--- src/rtl/std_reg_pkg.sv ---
// Shared helpers for the std_reg_bank register bank: lane arithmetic,
// lane-mask expansion and a parameter sanity check used at elaboration.
package std_reg_pkg;

    // Widest data word the mask helper supports; wider banks fail the param check.
    localparam int MASK_MAX = 1024;
    localparam int MASK_AW  = 10;

    // Number of write-mask lanes in a word.
    function automatic int lane_count(input int width, input int lane_w);
        return width / lane_w;
    endfunction

    // Expand a per-lane mask into a per-bit mask (lane i covers bits i*lane_w +: lane_w).
    function automatic logic [MASK_MAX-1:0] expand_mask(input logic [MASK_MAX-1:0] mask,
                                                        input int lane_w);
        logic [MASK_MAX-1:0] bits;
        bits = '0;
        for (int i = 0; i < MASK_MAX; i++) begin
            bits[MASK_AW'(i)] = mask[MASK_AW'(i / lane_w)];
        end
        return bits;
    endfunction

    // Legal geometry: whole lanes only, at least two entries, within helper range.
    function automatic bit params_ok(input int width, input int lane_w, input int depth);
        return (lane_w > 0) && (width > 0) && (width % lane_w == 0) &&
               (depth >= 2) && (width <= MASK_MAX);
    endfunction

endpackage

--- src/rtl/std_reg_entry.sv ---
// One entry of std_reg_bank: a lane-masked data register plus its valid bit.
// reset and clear both zero the data and drop valid; clear is the functional flush.
module std_reg_entry
    import std_reg_pkg::*;
#(
    parameter int WIDTH  = 32,
    parameter int LANE_W = 8,
    localparam int LANES = lane_count(WIDTH, LANE_W)
) (
    input  logic             clk,
    input  logic             reset,
    input  logic             clear,
    input  logic             we,
    input  logic [LANES-1:0] wmask,
    input  logic [WIDTH-1:0] in,
    output logic [WIDTH-1:0] q,
    output logic             valid
);

    logic [WIDTH-1:0] mask_bits;

    assign mask_bits = WIDTH'(expand_mask(MASK_MAX'(wmask), LANE_W));

    // Masked lanes take the new data; a write always marks the entry valid, even with an empty mask.
    always_ff @(posedge clk) begin
        if (reset || clear) begin
            q     <= '0;
            valid <= 1'b0;
        end else if (we) begin
            q     <= (q & ~mask_bits) | (in & mask_bits);
            valid <= 1'b1;
        end
    end

endmodule

--- src/rtl/std_reg_bank.sv ---
// std_reg_bank: DEPTH x WIDTH register bank, one lane-masked write port,
// two combinational read ports, per-entry valid bits and a one-cycle done pulse
// after every accepted write.
// Optional feature macro STD_REG_BANK_BYPASS_EN: forwards a same-cycle accepted
// write to a read port addressing the written entry (merged by lane mask).
module std_reg_bank
    import std_reg_pkg::*;
#(
    parameter int WIDTH  = 32,
    parameter int LANE_W = 8,
    parameter int DEPTH  = 4,
    localparam int LANES = lane_count(WIDTH, LANE_W),
    localparam int AW    = $clog2(DEPTH)
) (
    input  logic             clk,
    input  logic             reset,
    input  logic             write_en,
    input  logic [AW-1:0]    waddr,
    input  logic [LANES-1:0] wmask,
    input  logic [WIDTH-1:0] in,
    input  logic             clear,
    input  logic [AW-1:0]    raddr0,
    input  logic [AW-1:0]    raddr1,
    output logic [WIDTH-1:0] out0,
    output logic [WIDTH-1:0] out1,
    output logic             out0_valid,
    output logic             out1_valid,
    output logic             done
);

    if (!params_ok(WIDTH, LANE_W, DEPTH)) begin : g_bad_params
        $error("std_reg_bank: WIDTH must be a multiple of LANE_W and DEPTH must be >= 2");
    end

    // One extra bit so the bound is representable when DEPTH is a power of two.
    localparam logic [AW:0] DEPTH_LIM = (AW + 1)'(DEPTH);

    logic             accept;
    logic [WIDTH-1:0] entry_q [DEPTH];
    logic [DEPTH-1:0] entry_valid;
    logic [DEPTH-1:0] entry_we;
    logic [WIDTH-1:0] stor0;
    logic [WIDTH-1:0] stor1;
    logic             stor0_valid;
    logic             stor1_valid;

    // clear beats a same-cycle write; out-of-range addresses are silently dropped.
    assign accept = write_en && ({1'b0, waddr} < DEPTH_LIM) && !clear;

    for (genvar gi = 0; gi < DEPTH; gi++) begin : g_entry
        assign entry_we[gi] = accept && (waddr == AW'(gi));

        std_reg_entry #(
            .WIDTH  (WIDTH),
            .LANE_W (LANE_W)
        ) u_entry (
            .clk   (clk),
            .reset (reset),
            .clear (clear),
            .we    (entry_we[gi]),
            .wmask (wmask),
            .in    (in),
            .q     (entry_q[gi]),
            .valid (entry_valid[gi])
        );
    end

    // Storage read muxes; an address with no matching entry reads as zero/invalid.
    always_comb begin
        stor0       = '0;
        stor1       = '0;
        stor0_valid = 1'b0;
        stor1_valid = 1'b0;
        for (int i = 0; i < DEPTH; i++) begin
            if (raddr0 == AW'(i)) begin
                stor0       = entry_q[i];
                stor0_valid = entry_valid[i];
            end
            if (raddr1 == AW'(i)) begin
                stor1       = entry_q[i];
                stor1_valid = entry_valid[i];
            end
        end
    end

`ifdef STD_REG_BANK_BYPASS_EN
    logic [WIDTH-1:0] wmask_bits;

    assign wmask_bits = WIDTH'(expand_mask(MASK_MAX'(wmask), LANE_W));

    // Forward the merged write value when a port reads the entry being written;
    // accept already excludes clear, so a flush never forwards.
    always_comb begin
        out0       = stor0;
        out1       = stor1;
        out0_valid = stor0_valid;
        out1_valid = stor1_valid;
        if (accept && (raddr0 == waddr)) begin
            out0       = (stor0 & ~wmask_bits) | (in & wmask_bits);
            out0_valid = 1'b1;
        end
        if (accept && (raddr1 == waddr)) begin
            out1       = (stor1 & ~wmask_bits) | (in & wmask_bits);
            out1_valid = 1'b1;
        end
    end
`else
    // No forwarding: read ports reflect registered storage only.
    always_comb begin
        out0       = stor0;
        out1       = stor1;
        out0_valid = stor0_valid;
        out1_valid = stor1_valid;
    end
`endif

    // done pulses for exactly the cycle following each accepted write.
    always_ff @(posedge clk) begin
        if (reset) begin
            done <= 1'b0;
        end else begin
            done <= accept;
        end
    end

endmodule

--- config.mk ---
export PLATFORM = sky130hd
export DESIGN_NAME = std_reg_bank
export DESIGN_NICKNAME = d
export VERILOG_FILES = /design/src/rtl/std_reg_pkg.sv /design/src/rtl/std_reg_entry.sv /design/src/rtl/std_reg_bank.sv
export SDC_FILE = /design/constraint.sdc
export NUM_CORES = 1
export LEC_CHECK = 0
export BUFFER_PORTS_ARGS = -buffer_cell sky130_fd_sc_hd__buf_4
export CAP_MARGIN = 10
export CORE_MARGIN = 3
export CORE_UTILIZATION = 49
export CTS_BUF_LIST = sky130_fd_sc_hd__clkbuf_4 sky130_fd_sc_hd__clkbuf_8
export CTS_CLUSTER_DIAMETER = 150
export DETAILED_ROUTE_END_ITERATION = 10
export PLACE_DENSITY = 0.71
export SLEW_MARGIN = 20
export SYNTH_ARGS = -nofsm -noshare
export SYNTH_HDL_FRONTEND = slang
export SYNTH_SLANG_ARGS = --single-unit
--- constraint.sdc ---
create_clock -name clk -period 2.6 [get_ports clk]
set_input_delay 0.26 -clock clk [delete_from_list [all_inputs] [get_ports clk]]
set_output_delay 0.26 -clock clk [all_outputs]
set_load 0.02 [all_outputs]
# After elaboration in Yosys (flattened, before gate mapping)
# Cells that the tools add are included.
totals:
  register_bits: 133
  inputBits: 46
  output_inout_bits: 67
  elab_cells: 54
classes:
  eq_ne: 9
  mux: 16
  n_bitwise: 10
  n_reduce_logical: 10
ops:
  columns: ["op", "count"]
  rows:
  - ["$mux 32", 8]
  - ["$and 32x32->32", 5]
  - ["$or 32x32->32", 4]
  - ["$not 32->32", 1]
  - ["$eq 2x2->1 const B", 6]
  - ["$mux 1", 8]
  - ["$eq 2x1->1 const B", 3]
  - ["$logic_not 2->1", 3]
  - ["$logic_and 1x1->1", 5]
  - ["$logic_not 1->1", 1]
  - ["$logic_or 1x1->1", 1]

# Logic depth before layout (Yosys ltp)
# Gate-level depths: netlist of run 1.
logic_depth:
  ltp_word: 5
  mapped_depth: 5
  mapped_depth_nobuf: 3

# Cells and area by module
# From an unflattened synthesis of run 1, not the netlist that was laid out.
hier_totals:
  cells_unflattened: 692
  hier_area_um2: 8216.6
by_module_without_submodules:
  columns: ["module", "instances", "cells_per_inst", "area_each_um2", "seq_area_each_um2"]
  rows:
  - ["std_reg_entry", 4, 151, 1615.3, 660.6]
  - ["std_reg_bank", 1, 88, 1755.4, 20.0]

# Least setup slack after synthesis of run 1
# Ideal clock, no wire load.
synth_path:
  path_kind: "in2out"
  startpoint: "input raddr0[1]"
  endpoint: "output out0[10]"
  arrival_time_ns: 1.325
  required_time_ns: 2.340
  setup_slack_ns: 1.015
  stages: 3
  path_buffers: 2
  cell_sequence: "buf_2 > buf_2 > mux4_2"
synth_between:
  elab_chain_cells: 5
  elab_cells_between_ends: 8
  classes_between: "eq/ne (3); mux (4); reduce/logical (1)"
synth_rtl:
  columns: ["item", "line", "text"]
  rows:
  - ["start: declaration", "std_reg_bank.sv:22", "input logic [AW-1:0] raddr0,"]
  - ["$logic_not 2->1", "std_reg_bank.sv:75", "if (raddr0 == AW'(i)) begin"]
  - ["$mux 32 (3 in series)", "std_reg_bank.sv:75", null]
  - ["$mux 32 (*)", "std_reg_bank.sv:75", null]
  - ["end: declaration", "std_reg_bank.sv:24", "output logic [WIDTH-1:0] out0,"]
# Mark *: on every way between the ends. The rest lies on a longest branch, timed or not.

# Worst setup path in the final report of run 1
layout_path:
  startpoint: "input raddr0[1]"
  endpoint: "output out0[11]"
# The elaborated chain is that of the path after synthesis.

==> results of run 1 <==
-- placed cells by master, fill, tap and decap left out, types with 2 or more instances in the layout --
cell type and n:
inv_1 2, clkinv_2 5, clkbuf_4 3, nand2_1 160, bufinv_16 4, clkbuf_8 19
nand3_2 12, mux2i_1 128, buf_12 2, dfxtp_1 133, buf_4 118, a31oi_1 4
and3_1 4, nor2_1 4, mux4_2 66
-- area by class of cell --
type                    instances  area [um2]
inverters                       2        7.51
clock inverters                10         153
well taps                     172         215
flip-flops and latches        133        2660
fillers                      1042        4900
clock buffers                  22         284
multi-input cells             385        3630
repair buffers                120         926
-- kinds of logic (layout without fill, tap and decap cells) --
family,count (synthesis),after routing
simple gates,187,187
compound gates,4,4
mux,194,194
buf+inv,41,154
flops,133,133
-- power breakdown --
group | switching [mW] | internal (mW)
Combinational | 0.186 | 0.141
Clock | 0.770 | 1.12
Sequential | 0.00803 | 2.05
-- worst max path at each step --
stage / start / end / slack [ns] / cells past startpoint
2_1_floorplan: raddr0[1] / out0[10] / 1.01 / 3
3_3_place_gp: raddr1[1] / out1[18] / 0.80 / 4
3_5_place_dp: raddr0[1] / out0[11] / 0.77 / 4
4_1_cts: raddr0[1] / out0[11] / 0.77 / 4
5_1_grt: raddr0[1] / out0[11] / 0.72 / 4
6_report: raddr0[1] / out0[11] / 0.80 / 4
-- worst min-delay path, stage by stage --
cell     delay [ns]
buf_4          0.07
nand2_1        0.08
mux2i_1        0.12
-- stage by stage --
step	worst slack (ns)	instances	area [um2]
after detailed placement	0.769	812	7440
after floorplan	1.01	559	6480
final	0.795	844	7880
after global placement	0.799	812	7440
after CTS	0.767	844	7880
after global routing	0.719	844	7880
-- metal layers --
layer / global-route usage / part of all wire / up-vias / wire length (um)
li1: - / - / 2219 / -
met1: 0.286 / 0.42 / 2302 / 6460
met2: 0.349 / 0.49 / 129 / 7530
met3: 0.0816 / 0.084 / 13 / 1290
met4: 0.0673 / 0.0083 / 0 / 128
met5: 0 / 0 / - / 0
==> impl.org, run 1 <==
** Run status
- The flow ran to the end, and the final reports show no timing, DRC or antenna violations.

** Synthesis
- Seq/Total Area, Yosys :: 0.411
- Top cells by count, synth :: 160 x nand2_1, 133 x dfxtp_1, 128 x mux2i_1
- Sorting the synthesized cells by area gives the leading types as dfxtp_1 41%, mux4_2 23%, mux2i_1 20%.
- The share of synthesized area in the top cell type comes to 0.411.
- Avg Inst Size Synth :: 11.6 um2
- Post-synthesis sequential element count :: 133
- Dominant combinational cell family by area after synthesis :: multiplexers
- Adder-cell share of the synthesized area :: 0
- Dominant synthesized flop cell :: dfxtp_1
- Of the total synthesized cell area, the portion taken by XOR and XNOR cells is 0.
- Post-synthesis async set-or-reset flop share :: 0
- Count of yosys warnings during synthesis :: 0
- Synthesis instantiated 20 different standard cells from the library.
- Measured against the total synthesized area, the mux share comes to 0.427.
- Cell taking the most area after synthesis :: dfxtp_1
- EDFF count, synth :: 0
- The mapped netlist covers 6480 um2.
- Number of instances in the synthesized netlist :: 559
- Area share of and/or/nand/nor cells after synthesis :: 0.128
- Yosys instantiated no cell more often than nand2_1.
- Post-synth net total :: ~610
- The compound-cell area share of the yosys netlist came to 0.00386.

** Power and ir drop
- Power spread over the standard cell area amounts to approximately 540 nW/um2.
- Across the VDD grid, the largest voltage drop is roughly 510 uV.
- LEAKAGE :: ~3.5 nW
- Overall power of the completed layout :: roughly 4.3 mW

** Min path
- Worst hold-check path type :: input port to flop
- The worst hold path begins at in[10].
- Number of cells on the worst hold path :: 3

** Timing
- Measured against its own limit, the worst slew margin works out to 0.562.
- At the pin with the least slew margin, the transition time is roughly 0.66 ns.
- Maximum clock frequency :: 0.554 GHz
- Between clock sinks in the finished design, the worst skew comes to 0 ns.
- Setup violators final :: 0
- The final number of hold-violating endpoints is 0.
- Dividing the final minimum period by the clock period gives 0.694.
- Final number of max-transition violations :: 0
- Final hold analysis gives a worst-case slack of between 0.1 and 0.15 ns.
- Subtracting the final worst setup slack from the clock period gives 1.80 ns.
- RSZ-0062 raised after global routing :: false
- Adding up every negative setup slack in the final design gives 0 ns.

** Global route
- Overall overflow remaining after global route :: 0
- Number of antenna violations at the first check in global routing :: 0
- Maximum number of pins on one net before global-route repair :: 69
- The first global-routing pass estimated roughly 25000 um of wire.
- In the global route stage, overall resource usage came out at 0.222.
- The via count of the first global-routing pass was ~4800.

** Clock tree
- Total CTS buffers :: 17
- Post-cts resize count :: 0
- For this design, the CTS-stage hold fixing added 0 buffers.
- Clock-pin slew was measured on the worst setup and hold paths at roughly 0.070 ns.
- The clock drives between 100 and 150 sinks.
- Worst-case clock buffer depth :: 2
- TritonCTS built the clock tree.
- Clock H-tree levels :: 4
- In this run the clock root is driven by a clkbuf_8.
- The later pin in the worst-skew pair is clocked with a latency of roughly 0.44 ns.
- Post-CTS Repair Setup Buffers :: 0

** Floorplanning
- The floorplan step set the die height to 121 um.
- Die Footprint :: between 10000 and 15000 um2
- Initial Utilization :: 0.507
- During I/O placement, the number of pins put on the boundary was 113.
- Row generation in the floorplan step produced 41 rows.
- The floorplan step set the die width to about 120 um.
- Std-Cell Core Area :: ~13000 um2

** Job
- Max-cap violations in this run came to 0.

** Final layout
- Ant diodes :: 0
- In the final design database the tool counted between 700 and 800 nets.
- Measured on the finished design, the core utilization comes to 0.617.
- Proportion of layout cells with a drive suffix above 1 :: 0.350
- Area growth from synthesis to layout :: 21.6%

** Placed design
- After legalization and detailed placement, the total HPWL measured between 10000 and 15000 um.
- The congestion estimate from routability-driven global placement came to 0.774.
- During placement, the flow inserted port buffers numbering 112.

** Critical path
- The cell family contributing the most delay on the critical path is buffers and inverters.
- In this design, the stage delay of the slowest critical-path cell is around 0.53 ns.
- STA classifies the critical path startpoint as an input port.
- The number of buffers and inverters on the critical path is 3.
- Max FO, Critical Path :: 17
- Endpoint class of the critical path :: output pin
- For the worst setup path, the data required time is around 2.3 ns.
- Worst endpoint data arrival time :: about 1.5 ns
- The slowest stage of the critical path belongs to the cell mux4_2.
- The worst register-to-register path has a depth of 2.
- The setup path with the least slack is of type input port to output pin.
- Among the stages of the critical path, the cell type that occurs most often is buf_4.
- The signal on the critical path passes through buf_4, buf_4, mux4_2, buf_4.
- Flop2flop setup slack :: 1.93 ns

** Route
- Residual DRC :: 0
- First-pass iteration count of the detailed router :: 4
- Dividing the detail-routed wire length by the instance count gives 18.3 um.
- Detailed-route vias per instance :: ~5.5
- Across all layers, the routed design uses between 4000 and 5000 vias.
- Antenna Nets Post-Route :: 0
- After detailed routing, the total wire length is between 15000 and 20000 um.
- Violation count after the first detailed-route iteration :: roughly 310
(Power assumes the default switching activity.)
==> run 2: changes to the inputs <==
--- a/config.mk
+++ b/config.mk
@@ -12,7 +12,7 @@
 export CTS_BUF_LIST = sky130_fd_sc_hd__clkbuf_4 sky130_fd_sc_hd__clkbuf_8
 export CTS_CLUSTER_DIAMETER = 150
 export DETAILED_ROUTE_END_ITERATION = 10
-export PLACE_DENSITY = 0.71
+export PLACE_DENSITY = 0.74
 export SLEW_MARGIN = 20
 export SYNTH_ARGS = -nofsm -noshare
 export SYNTH_HDL_FRONTEND = slang
==> constraint.sdc (replaced) <==
create_clock -name clk -period 1.65 [get_ports clk]
set_input_delay 0.165 -clock clk [delete_from_list [all_inputs] [get_ports clk]]
set_output_delay 0.165 -clock clk [all_outputs]
set_load 0.02 [all_outputs]
==> impl.org, run 2 (same netlist as run 1, synthesis figures left out) <==
** Critical path
- The worst endpoint data arrival time is 1.44 ns (was 1.54 ns).
- Category of the critical setup timing path :: flop to output pin (was input port to output pin)
- The critical path data required time was 1.48 ns (was 2.34 ns).
- Setup crit start kind :: flop (was input port)
- The largest fanout of any net on the critical path was 3 (was 17).
- Endpoint class of the critical path :: output pin (unchanged)

** Timing
- Maximum clock frequency :: 0.623 GHz
- The final number of hold-violating endpoints is 0 (unchanged).
- The final number of max-transition violations is 0 (unchanged).
- Of the available clock period, the critical path in the final layout requires 0.972.
- The pin slew with the least headroom to its limit was 0.492 ns (was 0.657 ns).
- The clock skew was 0 ns (unchanged).
- Max-Slew Margin vs Limit :: 0.670 (was 0.562)
- The final number of setup-violating endpoints came to 0 (unchanged).
- Shortest clock period the worst path allows after layout :: roughly 1.6 ns
- Hold Slack :: 0.0469 ns (was 0.137 ns)
- The setup TNS after final layout was 0 ns (unchanged).
- RSZ-0062 raised after global routing: false (unchanged).

** Power and ir drop
- The leakage power was 3.59 nW (was 3.53 nW).
- Design internal power :: 5.20 mW (was 3.31 mW)
- Fraction of power consumed by sequential logic :: 0.482 (was 0.481)
- Switching power share of the total :: 0.227 (was 0.226)
- The maximum resistive drop on vdd is 504 uV (was 514 uV).
- The ratio of total power to cell area was 838 nW/um2 (was 542 nW/um2).
- Power spent charging and discharging nets :: 1.52 mW (was 964 uW)
- Clock share of power :: 0.436 (was 0.442)
- The combinational power share is 0.082 (was 0.076).

** Clock tree
- Post-cts resize count :: 1 (was 0)
- Hold-fix buffers at CTS :: 0 (unchanged)
- The clock sink total was 133 (unchanged).
- The CTS clock-pin slew for the worst setup and hold paths was 0.07 ns (about the same).
- The CTS root buffer was clkbuf_8 (unchanged).
- The clock insertion delay at the later pin of the skew report came to 0.44 ns (about the same).
- The maximum count of clock buffers along a single path is 2 (unchanged).
- The post-CTS setup-driven buffer insertion count was 0 (unchanged).
- TritonCTS clock tree :: built (unchanged)
- The number of buffers added by the clock tree synthesis step came to 17 (unchanged).
- The maximum level of the CTS H-tree is 4 (unchanged).

** Global route
- Overall Global Routing Usage :: 0.221 (was 0.222)
- The number of antenna violations at the first check in global routing is 0 (unchanged).
- The wire length of the first global-routing pass came to 25000 um (about the same).
- Vias in the first global route :: 4974 (was 4811)
- The maximum number of pins on one net before global-route repair came to 87 (was 69).
- The leftover overflow at the end of global routing was 0 (unchanged).

** Placed design
- The count of port buffers added during placement came to 112 (unchanged).
- The placed wire-length estimate came to 10700 um (was 10600 um).
- The placer's final routability congestion estimate came to 0.778 (was 0.774).

** Route
- The per-cell via count in the routed design is 5.57 (was 5.52).
- Sum of routed wire length over all layers :: 15500 um (was 15400 um)
- Residual DRC :: 0 (unchanged)
- The count of TritonRoute iterations in the first routing pass is 4 (unchanged).
- The number of antenna-violating nets in the routed design was 0 (unchanged).
- The initial DRC count is 313 (was 306).
- The overall via count from detail_route is 4735 (was 4663).
- The wire length per cell after detailed routing came to 18.2 um (was 18.3 um).

** Floorplanning
- # rows :: 41 (unchanged)
- The die extent in y came to 121 um (unchanged).
- Std-Cell Core Area :: 12800 um2 (unchanged)
- Total I/O pin count :: 113 (unchanged)
- Die width :: 121 um (unchanged)
- The die area is 14600 um2 (unchanged).
- The effective utilization at floorplan came to 0.507 (unchanged).

** Final layout
- Most frequent cells in the layout :: 160 x nand2_1, 130 x dfxtp_1, 128 x mux2i_1 (was 160 x nand2_1, 133 x dfxtp_1, 128 x mux2i_1)
- Proportion of layout cells with a drive suffix above 1 :: 0.360 (was 0.350)
- The antenna diode instance count was 0 (unchanged).
- The most common cell after layout, fill and taps aside is nand2_1 (unchanged).
- Layout Nets :: 711 (was 705)
- Area growth from synthesis to layout :: 23.9% (was 21.6%)

** Run status
- Run status: completed (unchanged).

** Min path
- Worst hold-check path type :: input port to flop (unchanged)
- Hold Crit Start :: waddr[1] (was in[10])

** Job
- The number of max-capacitance violations reported came to 0 (unchanged).
-- run 2: cell types whose count changed in the layout (fill, tap and decap cells not counted) --
| cell | change |
|---|---|
| buf_12 | +7 |
| buf_4 | -4 |
| buf_6 | +3 |
| bufinv_16 | -1 |
| clkbuf_4 | -1 |
| clkbuf_8 | +3 |
| clkinv_2 | -2 |
| clkinvlp_4 | +1 |
| dfxtp_1 | -3 |
| dfxtp_2 | +3 |
-- run 2: worst paths after layout --
check             cells past startpoint                                    end  slack (ns)
hold reg to reg                       2                                   flop        0.47
hold / removal                        3  g_entry[3].u_entry.valid$_SDFFE_PP0P_        0.05
setup / recovery                      2                                out0[7]        0.05
setup reg to reg                      2                                   flop        0.97
-- run 2: power by group through the flow --
stage               sequential [mW]  clock, mW  combinational [mW]
finish                         3.24       2.93               0.549
CTS                            3.24       2.99               0.556
floorplan                      3.31          0               0.325
global placement               3.31          0               0.547
detailed placement             3.31          0               0.554
global route                   3.24       3.12               0.592
-- run 2: critical path: stages (launching register included) --
cell and delay [ns]:
dfxtp_1 0.33, mux4_2 0.50, buf_4 0.18
-- run 2: stage by stage --
stage	cells	cell area [um2]	util	setup slack [ns]	power [mW]
global route	850	8020	0.628	0.000772	6.95
floorplan	559	6480	-	0.255	3.63
detailed placement	818	7570	0.593	0.177	3.87
finish	850	8020	0.628	0.0458	6.72
CTS	850	8010	0.627	0.0111	6.79
global placement	818	7570	0.593	0.218	3.86
-- run 2: area by class of cell --
type	instances	area, um2
Clock buffer	24	318
Clock inverter	8	120
Fill cell	1034	4750
Inverter	2	7.51
Multi-Input combinational cell	385	3630
Sequential cell	133	2670
Tap cell	172	215
Timing Repair Buffer	126	1070
-- run 2: routing by layer --
layer  global-route usage  vias up  share of wire
li1                     -     2242              -
met1                0.276     2351           0.42
met2                0.370      126           0.51
met3               0.0522       16          0.054
met4               0.0864        0          0.012
met5                    0        -              0
==> run 3: changes to the inputs <==
--- a/config.mk
+++ b/config.mk
@@ -12,8 +12,9 @@
 export CTS_BUF_LIST = sky130_fd_sc_hd__clkbuf_4 sky130_fd_sc_hd__clkbuf_8
 export CTS_CLUSTER_DIAMETER = 150
 export DETAILED_ROUTE_END_ITERATION = 10
-export PLACE_DENSITY = 0.74
+export PLACE_DENSITY = 0.72
 export SLEW_MARGIN = 20
 export SYNTH_ARGS = -nofsm -noshare
 export SYNTH_HDL_FRONTEND = slang
+export SYNTH_HIERARCHICAL = 1
 export SYNTH_SLANG_ARGS = --single-unit
==> impl.org, run 3 <==
** Run status
- Run status :: completed (unchanged)

** Floorplanning
- The placeable core area came to 16200 um2 (was 12800 um2).
- Initial Utilization :: 0.508 (was 0.507)
- The number of I/O pins is 113 (unchanged).
- The site row count is 46 (was 41).
- Height of the chip :: 135 um (was 121 um)
- The die extent in x is 135 um (was 121 um).
- Die Footprint :: 18400 um2 (was 14600 um2)

** Critical path
- The stage delay of the slowest cell on the critical path was 0.49 ns (was 0.50 ns).
- FF-to-FF path depth :: 3 (was 2)
- Crit-path cells: mux4_2, buf_4 (unchanged).
- Setup crit start kind :: flop (unchanged)
- The critical path data required time came to 1.48 ns (about the same).
- The kind of capture point of the worst setup path is an output pin (unchanged).
- Largest delay contributor family on the critical path :: multiplexers (unchanged)
- Slowest cell on the critical path :: mux4_2 (unchanged)
- Category of the critical setup timing path :: flop to output pin (unchanged)
- The slack of the worst reg-to-reg path was 0.80 ns (was 0.97 ns).
- Worst endpoint data arrival time :: 1.43 ns (was 1.44 ns)
- The critical path buffer and inverter count is 1 (unchanged).
- The largest fanout of any net on the critical path is 3 (unchanged).

** Timing
- RSZ-0062 raised after global routing :: false (unchanged)
- The headroom to the max-slew limit is 0.578 (was 0.670).
- PnR worst setup slack :: 0.0513 ns (was 0.0458 ns)
- The final number of setup-violating endpoints was 0 (unchanged).
- Maximum clock frequency :: 0.626 GHz (was 0.623 GHz)
- The setup TNS after final layout is 0 ns (unchanged).
- Final-report hold violation count :: 0 (unchanged)
- Shortest clock period the worst path allows after layout :: 1.60 ns (about the same)
- The clock skew came to 0 ns (unchanged).
- Post-route fraction of the period consumed by the critical path :: 0.969 (was 0.972)
- The final number of max-transition violations is 0 (unchanged).
- The pin slew with the least headroom to its limit was 0.634 ns (was 0.492 ns).

** Synthesis
- The dominant combinational cell family by area after synthesis is compound AO/OA/AOI/OAI gates (was multiplexers).
- The area share of the leading cell type in the synthesized netlist came to 0.324 (was 0.411).
- The most common flop cell mapped by yosys was dfxtp_1 (unchanged).
- Multiplexer share of the synthesized area :: 0.184 (was 0.427)
- Count of yosys warnings during synthesis :: 6 (was 0)
- Cell taking the most area after synthesis :: dfxtp_1 (unchanged)
- The number of nets in the synthesized netlist came to 738 (was 605).
- The area share of fa/ha/maj cells after synthesis was 0 (unchanged).
- Xor/xnor cell area share of the yosys netlist :: 0 (unchanged)
- The synthesis-stage register bit count came to 133 (unchanged).
- The compound-cell area share of the yosys netlist was 0.287 (was 0.00386).
- Synth area leaders: dfxtp_1 32%, mux4_2 16%, a21oi_2 12% (was dfxtp_1 41%, mux4_2 23%, mux2i_1 20%).
- The distinct cell type count of the synthesized netlist was 19 (was 20).
- The simple-gate area share of the yosys netlist came to 0.0915 (was 0.128).
- Number of instances in the synthesized netlist :: 692 (was 559)
- Seq/Total Area, Yosys :: 0.324 (was 0.411)
- Top cells by count, synth :: 133 x dfxtp_1, 128 x nand3_1, 116 x a21oi_2 (was 160 x nand2_1, 133 x dfxtp_1, 128 x mux2i_1)
- The summed instance area of the synthesized netlist was 8220 um2 (was 6480 um2).
- EDFF count, synth :: 0 (unchanged)
- The per-instance average area after synthesis is 11.9 um2 (was 11.6 um2).
- Library cell with the highest instance count after synthesis :: dfxtp_1 (was nand2_1)
- The fraction of registers with async set or reset after synthesis was 0 (unchanged).

** Global route
- Overall Global Routing Usage :: 0.237 (was 0.221)
- Vias in the first global route :: 6342 (was 4974)
- Maximum number of pins on one net before global-route repair :: 66 (was 87)
- The wire length of the first global-routing pass was 34200 um (was 25000 um).
- Number of antenna violations at the first check in global routing :: 0 (unchanged)
- Overall overflow remaining after global route :: 0 (unchanged)

** Min path
- Worst hold-check path type :: input port to flop (unchanged)
- The worst hold path startpoint was in[3] (was waddr[1]).
- The cell count of the worst hold path is 3 (unchanged).

** Route
- The wire length per cell after detailed routing was 21.1 um (was 18.2 um).
- Detailed-route vias per instance :: 6.09 (was 5.57)
- The DRC violation count after routing was 0 (unchanged).
- Violation count after the first detailed-route iteration :: 439 (was 313)
- The total length of routed wires was 21100 um (was 15500 um).
- Antenna Nets Post-Route :: 0 (unchanged)
- The count of TritonRoute iterations in the first routing pass is 4 (unchanged).
- The overall via count from detail_route came to 6107 (was 4735).

** Clock tree
- Clk Latency, worst-skew pair :: 0.44 ns (about the same)
- Total CTS buffers :: 17 (unchanged)
- The clock sink total was 133 (unchanged).
- The CTS root buffer is clkbuf_8 (unchanged).
- The maximum count of clock buffers along a single path was 2 (unchanged).
- The TritonCTS clock tree is built (unchanged).
- Clock H-tree levels :: 4 (unchanged)
- Clock transition at the registers of the reported paths :: 0.08 ns (was 0.07 ns)

** Power and ir drop
- The total design power was 6.58 mW (was 6.72 mW).
- The ratio of total power to cell area was 704 nW/um2 (was 838 nW/um2).
- Worst-case vdd ir drop :: 441 uV (was 504 uV)
- The leakage power came to 3.20 nW (was 3.59 nW).

** Placed design
- Half-perimeter wire length after placement :: 12900 um (was 10700 um)
- Pre-CTS worst setup slack :: 0.127 ns (was 0.177 ns)
- The placer's final routability congestion estimate is 0.815 (was 0.778).
- Port-buffer cells :: 112 (unchanged)

** Final layout
- Proportion of layout cells with a drive suffix above 1 :: 0.500 (was 0.360)
- Finished Core Util :: 0.578 (was 0.628)
- Most frequent cells in the layout: 128 x dfxtp_1, 128 x nand3_1, 116 x a21oi_2 (was 160 x nand2_1, 130 x dfxtp_1, 128 x mux2i_1).
- Layout Nets :: 821 (was 711)
- The number of filler cells placed in the layout is 1346 (was 1034).
- The antenna diode instance count came to 0 (unchanged).
- Area growth from synthesis to layout :: 13.8% (was 23.9%)
- The area of the multi-input gates came to 4630 um2 (was 3630 um2).
- Total area of sequential cells :: 2670 um2 (about the same)

** Job
- Number of max-cap violations :: 0 (unchanged)
-- run 3: cells by family (layout without fill, tap and decap cells) --
kind of cell	count (synthesis)	in the layout
simple gates	145	145
compound gates	256	256
mux	66	66
buf+inv	92	186
flops	133	133
-- run 3: cell type report --
type / count / share of cell area
clock buffer: 25 / 0.0334
clock inverter: 5 / 0.00535
multi-input combinational: 467 / 0.495
sequential: 133 / 0.285
tap: 216 / 0.0289
timing repair buffer: 156 / 0.152
-- run 3: routing by layer --
metal,track usage,vias to the layer above,routed length (um)
li1,-,2771,-
met1,0.310,3103,9100
met2,0.393,211,10600
met3,0.0542,22,1160
met4,0.0728,0,228
met5,0,-,0
-- run 3: how the worst max path moves through the flow --
stage / to / slack, ns / cells past startpoint
after floorplan: flop / 0.47 / 5
after global placement: out1[20] / 0.14 / 4
after detailed placement: out1[19] / 0.13 / 4
after CTS: out1_valid / 0.0009 / 2
after global routing: out0[22] / 0.00004 / 2
final: out0[20] / 0.05 / 2
-- run 3: timing repair --
item | 4_1_cts | 5_1_grt
hold buffers | 24 | 0
buffers inserted | 0 | 1
resized for setup | 4 | 17
endpoints found under the setup margin | 3 | 13
hold endpoints to repair | 44 | 0
-- run 3: worst reg2reg max path: cells and delay by family (launching register included) --
| family | cells | cell delay, ns |
|---|---|---|
| AOI/OAI and AO/OA | 2 | 0.33 |
| buffers and inverters | 1 | 0.11 |
| DFF | 1 | 0.35 |
-- run 3: report_power, final --
part | internal, mW | switching, mW
logic | 0.296 | 0.470
registers | 3.23 | 0.0123
clock network | 1.37 | 1.21
total | 4.89 | 1.69
-- run 3: through the flow --
step	instances	hold slack, ns	area (um2)
3_3_place_gp	947	0.360	8720
3_5_place_dp	947	0.368	8720
5_1_grt	1002	0.00643	9350
6_report	1002	0.0343	9350
2_1_floorplan	692	0.240	8220
4_1_cts	1001	0.000756	9320
